===== config.mk =====
export PLATFORM = sky130hd
export DESIGN_NAME = tpu_tile_sequencer
export DESIGN_NICKNAME = d
export VERILOG_FILES = /design/src/rtl/tpu_ctrl_pkg.sv /design/src/rtl/tpu_addr_gen.sv /design/src/rtl/tpu_tile_sequencer.sv
export SDC_FILE = /design/constraint.sdc
export NUM_CORES = 1
export LEC_CHECK = 0
export BUFFER_PORTS_ARGS = -buffer_cell sky130_fd_sc_hd__buf_2
export CORE_ASPECT_RATIO = 0.6
export CORE_MARGIN = 2
export CORE_UTILIZATION = 50
export DETAILED_ROUTE_END_ITERATION = 8
export PLACE_DENSITY_LB_ADDON = 0.15
export SETUP_SLACK_MARGIN = 0.02
export SLEW_MARGIN = 25
export SYNTH_ARGS = -nofsm -noshare
export SYNTH_HDL_FRONTEND = slang
export SYNTH_SLANG_ARGS = --single-unit

===== constraint.sdc =====
create_clock -name clk -period 2 [get_ports clk]
set_input_delay 0.1 -clock clk [delete_from_list [all_inputs] [get_ports clk]]
set_output_delay 0.1 -clock clk [all_outputs]
set_load 0.05 [all_outputs]

===== src/rtl/tpu_ctrl_pkg.sv =====
// Shared constants for the TPU tile sequencer: FSM state encoding and
// default array geometry used to size the post-stream drain window.
package tpu_ctrl_pkg;

  typedef logic [2:0] state_t;

  localparam state_t S_IDLE   = 3'd0;
  localparam state_t S_POP    = 3'd1;
  localparam state_t S_LOAD   = 3'd2;
  localparam state_t S_STREAM = 3'd3;
  localparam state_t S_DRAIN  = 3'd4;
  localparam state_t S_DONE   = 3'd5;

  localparam int DEF_MATRIX_SIZE = 8;
  localparam int DEF_NUM_PE_ROWS = 8;
  localparam int DRAIN_CYCLES    = DEF_MATRIX_SIZE + DEF_NUM_PE_ROWS - 1;

  // Systolic skew: the last activation row needs this many cycles to leave the array.
  function automatic int drain_len(input int matrix_size, input int num_pe_rows);
    return matrix_size + num_pe_rows - 1;
  endfunction

endpackage


===== src/rtl/tpu_addr_gen.sv =====
// Activation row address generator: base + tile*MATRIX_SIZE + row, wrapping
// modulo 2^ADDRESSSIZE. clear_i starts a tile at row 0, advance_i steps one row.
module tpu_addr_gen
  import tpu_ctrl_pkg::*;
#(
  parameter int ADDRESSSIZE = 10,
  parameter int MATRIX_SIZE = DEF_MATRIX_SIZE,
  parameter int TILE_W      = 4
) (
  input  logic                   clk,
  input  logic                   rst,
  input  logic                   clear_i,
  input  logic                   advance_i,
  input  logic [ADDRESSSIZE-1:0] base_i,
  input  logic [TILE_W-1:0]      tile_i,
  output logic [ADDRESSSIZE-1:0] addr_o,
  output logic                   last_row_o
);

  localparam int RowW = (MATRIX_SIZE > 1) ? $clog2(MATRIX_SIZE) : 1;
  localparam logic [RowW-1:0]        LastRow   = RowW'(MATRIX_SIZE - 1);
  localparam logic [ADDRESSSIZE-1:0] RowStride = ADDRESSSIZE'(MATRIX_SIZE);

  logic [RowW-1:0]        row_q;
  logic [ADDRESSSIZE-1:0] addr_q;
  logic [ADDRESSSIZE-1:0] tile_base;

  // Carries out of the top bit are dropped, giving the silent address wrap.
  assign tile_base = base_i + ADDRESSSIZE'(tile_i) * RowStride;

  // NOTE: state registers use non-blocking assignments so every flop samples
  // pre-edge values regardless of block ordering.
  always_ff @(posedge clk) begin
    if (rst) begin
      row_q  <= '0;
      addr_q <= '0;
    end else if (clear_i) begin
      row_q  <= '0;
      addr_q <= tile_base;
    end else if (advance_i) begin
      row_q  <= row_q + RowW'(1);
      addr_q <= addr_q + ADDRESSSIZE'(1);
    end
  end

  assign addr_o     = addr_q;
  assign last_row_o = (row_q == LastRow);

endmodule


===== src/rtl/tpu_tile_sequencer.sv =====
// Per-tile control sequencer for the TPU datapath: pop weights, load the PE
// array, stream activation rows, drain the skew; repeat for num_tiles tiles.
module tpu_tile_sequencer
  import tpu_ctrl_pkg::*;
#(
  parameter int ADDRESSSIZE = 10,
  parameter int MATRIX_SIZE = DEF_MATRIX_SIZE,
  parameter int NUM_PE_ROWS = DEF_NUM_PE_ROWS,
  parameter int TILE_W      = 4
) (
  input  logic                   clk,
  input  logic                   rst,
  input  logic                   start,
  input  logic                   abort,
  input  logic [TILE_W-1:0]      num_tiles,
  input  logic [ADDRESSSIZE-1:0] base_addr,
  input  logic                   fifo_empty,
  output logic                   fifo_read_enable,
  output logic                   we_rl,
  output logic                   valid_address,
  output logic [ADDRESSSIZE-1:0] sram_address,
  output logic                   busy,
  output logic [TILE_W-1:0]      tile_idx,
  output logic                   end_,
  output logic                   stall
);

  localparam int DrainLen = drain_len(MATRIX_SIZE, NUM_PE_ROWS);
  localparam int DrainW   = $clog2(DrainLen + 1);
  localparam logic [DrainW-1:0] DrainLast = DrainW'(DrainLen - 1);

  state_t                 state_q, state_d;
  logic [TILE_W-1:0]      num_q, num_d;
  logic [ADDRESSSIZE-1:0] base_q, base_d;
  logic [TILE_W-1:0]      tile_q, tile_d;
  logic [DrainW-1:0]      drain_q, drain_d;
  logic                   fre_q, fre_d;
  logic                   we_q, we_d;
  logic                   valid_q, valid_d;
  logic                   stall_q, stall_d;
  logic                   busy_q, end_q;

  logic                   ag_clear, ag_advance, ag_last;
  logic [ADDRESSSIZE-1:0] ag_addr;

  tpu_addr_gen #(
    .ADDRESSSIZE(ADDRESSSIZE),
    .MATRIX_SIZE(MATRIX_SIZE),
    .TILE_W     (TILE_W)
  ) u_addr_gen (
    .clk       (clk),
    .rst       (rst),
    .clear_i   (ag_clear),
    .advance_i (ag_advance),
    .base_i    (base_q),
    .tile_i    (tile_q),
    .addr_o    (ag_addr),
    .last_row_o(ag_last)
  );

  always_comb begin
    // NOTE: every signal gets a default first so no path leaves one unassigned
    // and infers a latch.
    state_d    = state_q;
    num_d      = num_q;
    base_d     = base_q;
    tile_d     = tile_q;
    drain_d    = drain_q;
    fre_d      = 1'b0;
    we_d       = 1'b0;
    valid_d    = 1'b0;
    stall_d    = 1'b0;
    ag_clear   = 1'b0;
    ag_advance = 1'b0;

    if (abort) begin
      state_d = S_IDLE;
    end else begin
      case (state_q)
        S_IDLE: begin
          if (start) begin
            if (num_tiles != '0) begin
              num_d   = num_tiles;
              base_d  = base_addr;
              tile_d  = '0;
              state_d = S_POP;
              fre_d   = ~fifo_empty;
              stall_d = fifo_empty;
            end else begin
              state_d = S_DONE;
            end
          end
        end
        S_POP: begin
          // The pop strobe already issued this cycle; otherwise retry on the flag.
          if (fre_q) begin
            state_d = S_LOAD;
            we_d    = 1'b1;
          end else begin
            fre_d   = ~fifo_empty;
            stall_d = fifo_empty;
          end
        end
        S_LOAD: begin
          state_d  = S_STREAM;
          valid_d  = 1'b1;
          ag_clear = 1'b1;
        end
        S_STREAM: begin
          if (ag_last) begin
            state_d = S_DRAIN;
            drain_d = '0;
          end else begin
            valid_d    = 1'b1;
            ag_advance = 1'b1;
          end
        end
        S_DRAIN: begin
          if (drain_q == DrainLast) begin
            if (tile_q == TILE_W'(num_q - TILE_W'(1))) begin
              state_d = S_DONE;
            end else begin
              tile_d  = tile_q + TILE_W'(1);
              state_d = S_POP;
              fre_d   = ~fifo_empty;
              stall_d = fifo_empty;
            end
          end else begin
            drain_d = drain_q + DrainW'(1);
          end
        end
        S_DONE:  state_d = S_IDLE;
        default: state_d = S_IDLE;
      endcase
    end
  end

  always_ff @(posedge clk) begin
    if (rst) begin
      state_q <= S_IDLE;
      num_q   <= '0;
      base_q  <= '0;
      tile_q  <= '0;
      drain_q <= '0;
      fre_q   <= 1'b0;
      we_q    <= 1'b0;
      valid_q <= 1'b0;
      stall_q <= 1'b0;
      busy_q  <= 1'b0;
      end_q   <= 1'b0;
    end else begin
      state_q <= state_d;
      num_q   <= num_d;
      base_q  <= base_d;
      tile_q  <= tile_d;
      drain_q <= drain_d;
      fre_q   <= fre_d;
      we_q    <= we_d;
      valid_q <= valid_d;
      stall_q <= stall_d;
      busy_q  <= (state_d != S_IDLE);
      end_q   <= (state_d == S_DONE);
    end
  end

  assign fifo_read_enable = fre_q;
  assign we_rl            = we_q;
  assign valid_address    = valid_q;
  assign sram_address     = ag_addr;
  assign busy             = busy_q;
  assign tile_idx         = tile_q;
  assign end_             = end_q;
  assign stall            = stall_q;

endmodule


# Yosys cells after proc, flatten, opt, wreduce, memory -nomap -nowiden
# Index checks and enable logic that the tools add are counted.
[word_totals]
ff_bits = 44
in_bits = 19
output_inout_bits = 20
wordCells = 85
[op_classes]
add_sub_neg = 6
eq_ne = 14
muxes = 37
bitwise = 3
n_reduce_logical = 12
[op_table]
columns = ["operator", "n"]
rows = [
  ["2-to-1 mux 4 bit", 6],
  ["2-to-1 mux 3 bit", 7],
  ["2-to-1 mux 10 bit", 2],
  ["2-to-1 mux 1 bit", 16],
  ["case mux 4 bit (2 select lines)", 2],
  ["case mux 3 bit (5 select lines)", 1],
  ["!= test 2 bit (second input constant)", 6],
  ["adder 10 x 1 -> 10 bit (second input constant)", 1],
  ["adder 10 x 7 -> 10 bit", 1],
  ["== test 3 bit (second input constant)", 3],
  ["adder 4 x 1 -> 4 bit (second input constant)", 2],
  ["AND reduction 4 bit", 2],
  ["== test 3 x 2 -> 1 bit (second input constant)", 2],
  ["case mux 1 bit (3 select lines)", 2],
  ["AND reduction 6 bit", 1],
  ["nonzero test 2 bit", 3],
  ["== test 4 bit", 1],
  ["== test 4 bit (second input constant)", 1],
  ["nonzero test 4 bit", 1],
  ["OR reduction 2 bit", 2],
  ["subtractor 4 x 1 -> 4 bit (second input constant)", 1],
  ["adder 3 x 1 -> 3 bit (second input constant)", 1],
  ["== test 3 x 1 -> 1 bit (second input constant)", 1],
  ["zero test 3 bit", 1],
  ["other kinds (4)", 6],
]

# Logic depth before layout (Yosys ltp)
[logic_depth]
ltp_word = 7
ltp_mapped = 8
depth_no_buf = 8

# By module
# From an unflattened synthesis, not the netlist that was laid out.
[hier_totals]
cells_unflattened = 272
hier_area_um2 = 2333.5
[modules_own_cells]
columns = ["mod", "instances", "cells_each", "area_per_inst_um2", "seq_area_each_um2"]
rows = [
  ["tpu_tile_sequencer", 1, 176, 1446.4, 620.6],
  ["tpu_addr_gen", 1, 96, 887.1, 260.2],
]

# Least setup slack after synthesis
# No wires, ideal clock.
[synth_timing]
path_type = "reg2reg"
from = "register tile_q[0] (netlist: tile_idx[0])"
to = "register u_addr_gen.addr_q[7] (netlist: u_addr_gen.addr_o[7])"
setup_time_ps = 75
arrival_time_ps = 2064
required_ps = 1925
path_slack_ps = -139
path_stages_with_launch = 9
n_path_buf = 0
synth_period_minus_slack_ps = 2139
cell_sequence = "dfxtp_1 > ha_1 > inv_1 > fa_1 > nand2b_1 > a21boi_0 > nor3_1 > nand3b_1 > a31oi_1"
[synth_between]
elab_chain_cells = 2
[synth_lines]
columns = ["item", "line_no", "rtl"]
rows = [
  ["start: declaration", "tpu_tile_sequencer.sv:35", "logic [TILE_W-1:0] tile_q, tile_d;"],
  ["start signal: assignment", "tpu_tile_sequencer.sv:155", "tile_q <= tile_d;"],
  ["adder 10 x 7 -> 10 bit", "tpu_addr_gen.sv:29", "assign tile_base = base_i + ADDRESSSIZE'(tile_i) * RowStride;"],
  ["2-to-1 mux 10 bit", "tpu_addr_gen.sv:37", "end else if (clear_i) begin"],
  ["end signal: assignment", "tpu_addr_gen.sv:39", "addr_q <= tile_base;"],
  ["end signal: assignment", "tpu_addr_gen.sv:42", "addr_q <= addr_q + ADDRESSSIZE'(1);"],
  ["end: declaration", "tpu_addr_gen.sv:25", "logic [ADDRESSSIZE-1:0] addr_q;"],
]
# No other way between the ends.
# A chain may end at the register's enable or synchronous reset.

# Worst setup path after layout
[layout_timing]
from = "register u_addr_gen.row_q[0]"
to = "register u_addr_gen.addr_q[8] (netlist: u_addr_gen.addr_o[8])"
[layout_between]
elab_chain_cells = 5
[layout_lines]
columns = ["item", "line_no", "rtl"]
rows = [
  ["start: declaration", "tpu_addr_gen.sv:24", "logic [RowW-1:0] row_q;"],
  ["start signal: assignment", "tpu_addr_gen.sv:41", "row_q <= row_q + RowW'(1);"],
  ["== test 3 bit", "tpu_addr_gen.sv:47", "assign last_row_o = (row_q == LastRow);"],
  ["2-to-1 mux 1 bit", "tpu_tile_sequencer.sv:110", "if (ag_last) begin"],
  ["2-to-1 mux 1 bit", "tpu_tile_sequencer.sv:79", "case (state_q)"],
  ["2-to-1 mux 1 bit", "tpu_tile_sequencer.sv:76", "if (abort) begin"],
  ["nonzero test 2 bit (no line)", "n/a", ""],
]
# No other way between the ends.

==> metrics <==
status finished, final reports clean; design area 2730 um2; syn_area_per_cell 8.90 um2; DP Cell Count 365; Design Power 1.59 mW; Final GP Congestion 0.920; io pins 39; worst-path fanout max 7; Area Overhead vs Synth 15.0%; Synth cell types 57; Starting Density 52.1%; Min-Delay Path Class primary input to flop; Final Non-Filler Cells 371; grt ovf 0; # DRC 0; Sink Count 44; Total Die Area 5340 um2; Leakage 1.12 nW; internal power 1.20 mW; most frequent cells in the layout dfxtp_1, nor2_1, buf_2; Detailed Place HPWL 4010 um; worst setup margin 0.141 ns; clock power share 31.2%; commonest non-fill, non-tap cell in the layout dfxtp_1; Synth Flop Type dfxtp_1; Placement Setup Slack 0.102 ns; number of global-route vias before repair 1869; worst hold slack 0.0466 ns; Util after Layout 59.9%; Longest Clk Path Bufs 2; Core ar. 4560 um2; Clock Latency Late Sink 0.29 ns; Psw 0.391 mW; Initial DRC Count 129; FF+latch area 883 um2; Period minus WS final 1.86 ns; Worst EP required 2.15 ns; setup_tns 0 ns; clk_skew 0.00425 ns; Chip Width 93.0 um; CP Launch Type flop; CTS root buf clkbuf_8; drt wl/cell 14.5 um; Reg power frac 57.2%; area of the multi-input gates 1380 um2; Combinational Power Share 11.6%; Max Freq 538 MHz; drt first pass iters 4; Rows 19; Placed Area 2640 um2; largest net degree at the start of global routing 28; vias per inst 5.51; Worst VDD drop 0.318 mV; Post-synth EDFFs 0; GRT Resource Usage Total 21.3%; CP Class flop to flop; Finish-stage setup viols 0; cell count after synthesis 267; CTS tree yes; fill count 417; ys async rst share 0%; Vias 2046; Max Cap Violations 0; synthesized flop and latch total 44; antenna cells 0; worst slew pin tran 0.545 ns; Final Hold Fails 0; first-pass GRT wire length 8980 um; Synth Warn # 0; fin. max-slew vios 0; Antenna Nets Post-Route 0; PD cells 583 nW/um2; share of post-route cells with drive strength above 1 21.4%; post-synthesis sequential area ratio 37.1%; Net Sw Frac 24.5%; Final period util 92.9%; CTS buffer count 5; Port-buffer cells 38; initial antenna violation count 0; nets 341; RSZ-0062 raised after global routing no; routed wire length 5370 um; H-tree depth 2; Post-CTS Setup Inserts 0; register clock-pin slew on the reported worst setup and hold paths 0.07 ns; mapped cell area 2380 um2; critical path arrival 2.01 ns; Die H 57.4 um; Net Count, Synth 298; Rel. slew slack 63.6%; crit end category flop
## cell usage after synthesis (3+ instances only)
cell type	count	share of area, %
a21oi_1	14	2.9
nand4_1	3	0.79
o21ai_0	9	1.9
buf_2	4	0.84
dfxtp_1	44	37
nor4_1	3	0.79
nand3_1	7	1.5
a21o_1	3	0.95
nand2_1	14	2.2
inv_1	12	1.9
ha_1	11	5.8
mux2i_1	17	7.2
nor2_1	39	6.2
xor2_1	4	1.5
nand2b_1	6	1.6
a31oi_1	3	0.79
clkbuf_1	4	0.63
nor3_1	12	2.5
xnor2_1	6	2.2
## worst max-delay path, cell delays in order, from the launching register on
cell and delay (ns):
dfxtp_1 0.33, ha_1 0.20, ha_1 0.27, or3_4 0.46
a31o_1 0.20, a22oi_1 0.20, a211oi_1 0.07
## cell type report
cell class | instances | share of cell area, %
Inverter | 12 | 1.65
Multi-Input combinational cell | 199 | 50.4
Sequential cell | 44 | 32.3
Timing Repair Buffer | 48 | 10.3
Clock buffer | 5 | 2.52
Tap cell | 63 | 2.88
## power groups by stage
| stage | Clock, mW | Sequential, mW | Combinational, mW |
|---|---|---|---|
| after detailed placement | 0 | 0.932 | 0.181 |
| after floorplan | 0 | 0.943 | 0.118 |
| after global placement | 0 | 0.931 | 0.179 |
| final | 0.497 | 0.912 | 0.184 |
| after CTS | 0.515 | 0.911 | 0.183 |
| after global routing | 0.544 | 0.914 | 0.203 |
## final timing paths
path                  startpoint                    to  slack [ns]  depth (start not counted)
max          u_addr_gen.row_q[0]  u_addr_gen.addr_o[8]        0.14                          6
min                 base_addr[1]             base_q[1]        0.05                          3
max reg2reg  u_addr_gen.row_q[0]  u_addr_gen.addr_o[8]        0.14                          6
min reg2reg           drain_q[3]            drain_q[3]        0.48                          1
## registers in the layout (all words and copies together) (netlist names)
| register | count |
|---|---|
| tile_idx | 4 |
| end_ | 1 |
| state_q | 3 |
| stall | 1 |
| valid_address | 1 |
| drain_q | 4 |
| base_q | 10 |
| fifo_read_enable | 1 |
| u_addr_gen.addr_o | 10 |
| num_q | 4 |
| we_rl | 1 |
| busy | 1 |
| u_addr_gen.row_q | 3 |
## per-layer routing
| metal | track usage [%] | share of wire [%] |
|---|---|---|
| met3 | 4.76 | 5.6 |
| met1 | 33.0 | 55 |
| met4 | 5.46 | 0 |
| met5 | 0 | 0 |
| met2 | 29.7 | 39 |
## kinds of logic (layout without fill, tap and decap cells)
family                   Yosys count  in the layout  share of synthesized area (%)
XOR/XNOR                          11             11                           4.63
AND/OR/NAND/NOR                  101            101                           21.8
flip-flops                        44             44                           37.1
AO/OA/AOI/OAI                     57             57                           16.7
multiplexers                      18             18                           7.63
adder cells (fa/ha/maj)           12             12                           6.63
buffers and inverters             24             65                           5.47
## repair_timing
item	CTS	global route
endpoints found under the hold margin	1	0
hold buffers	1	0
endpoints found under the setup margin	0	4
gates resized for setup	0	2
Note: power is estimated with default switching activity, not from simulation.
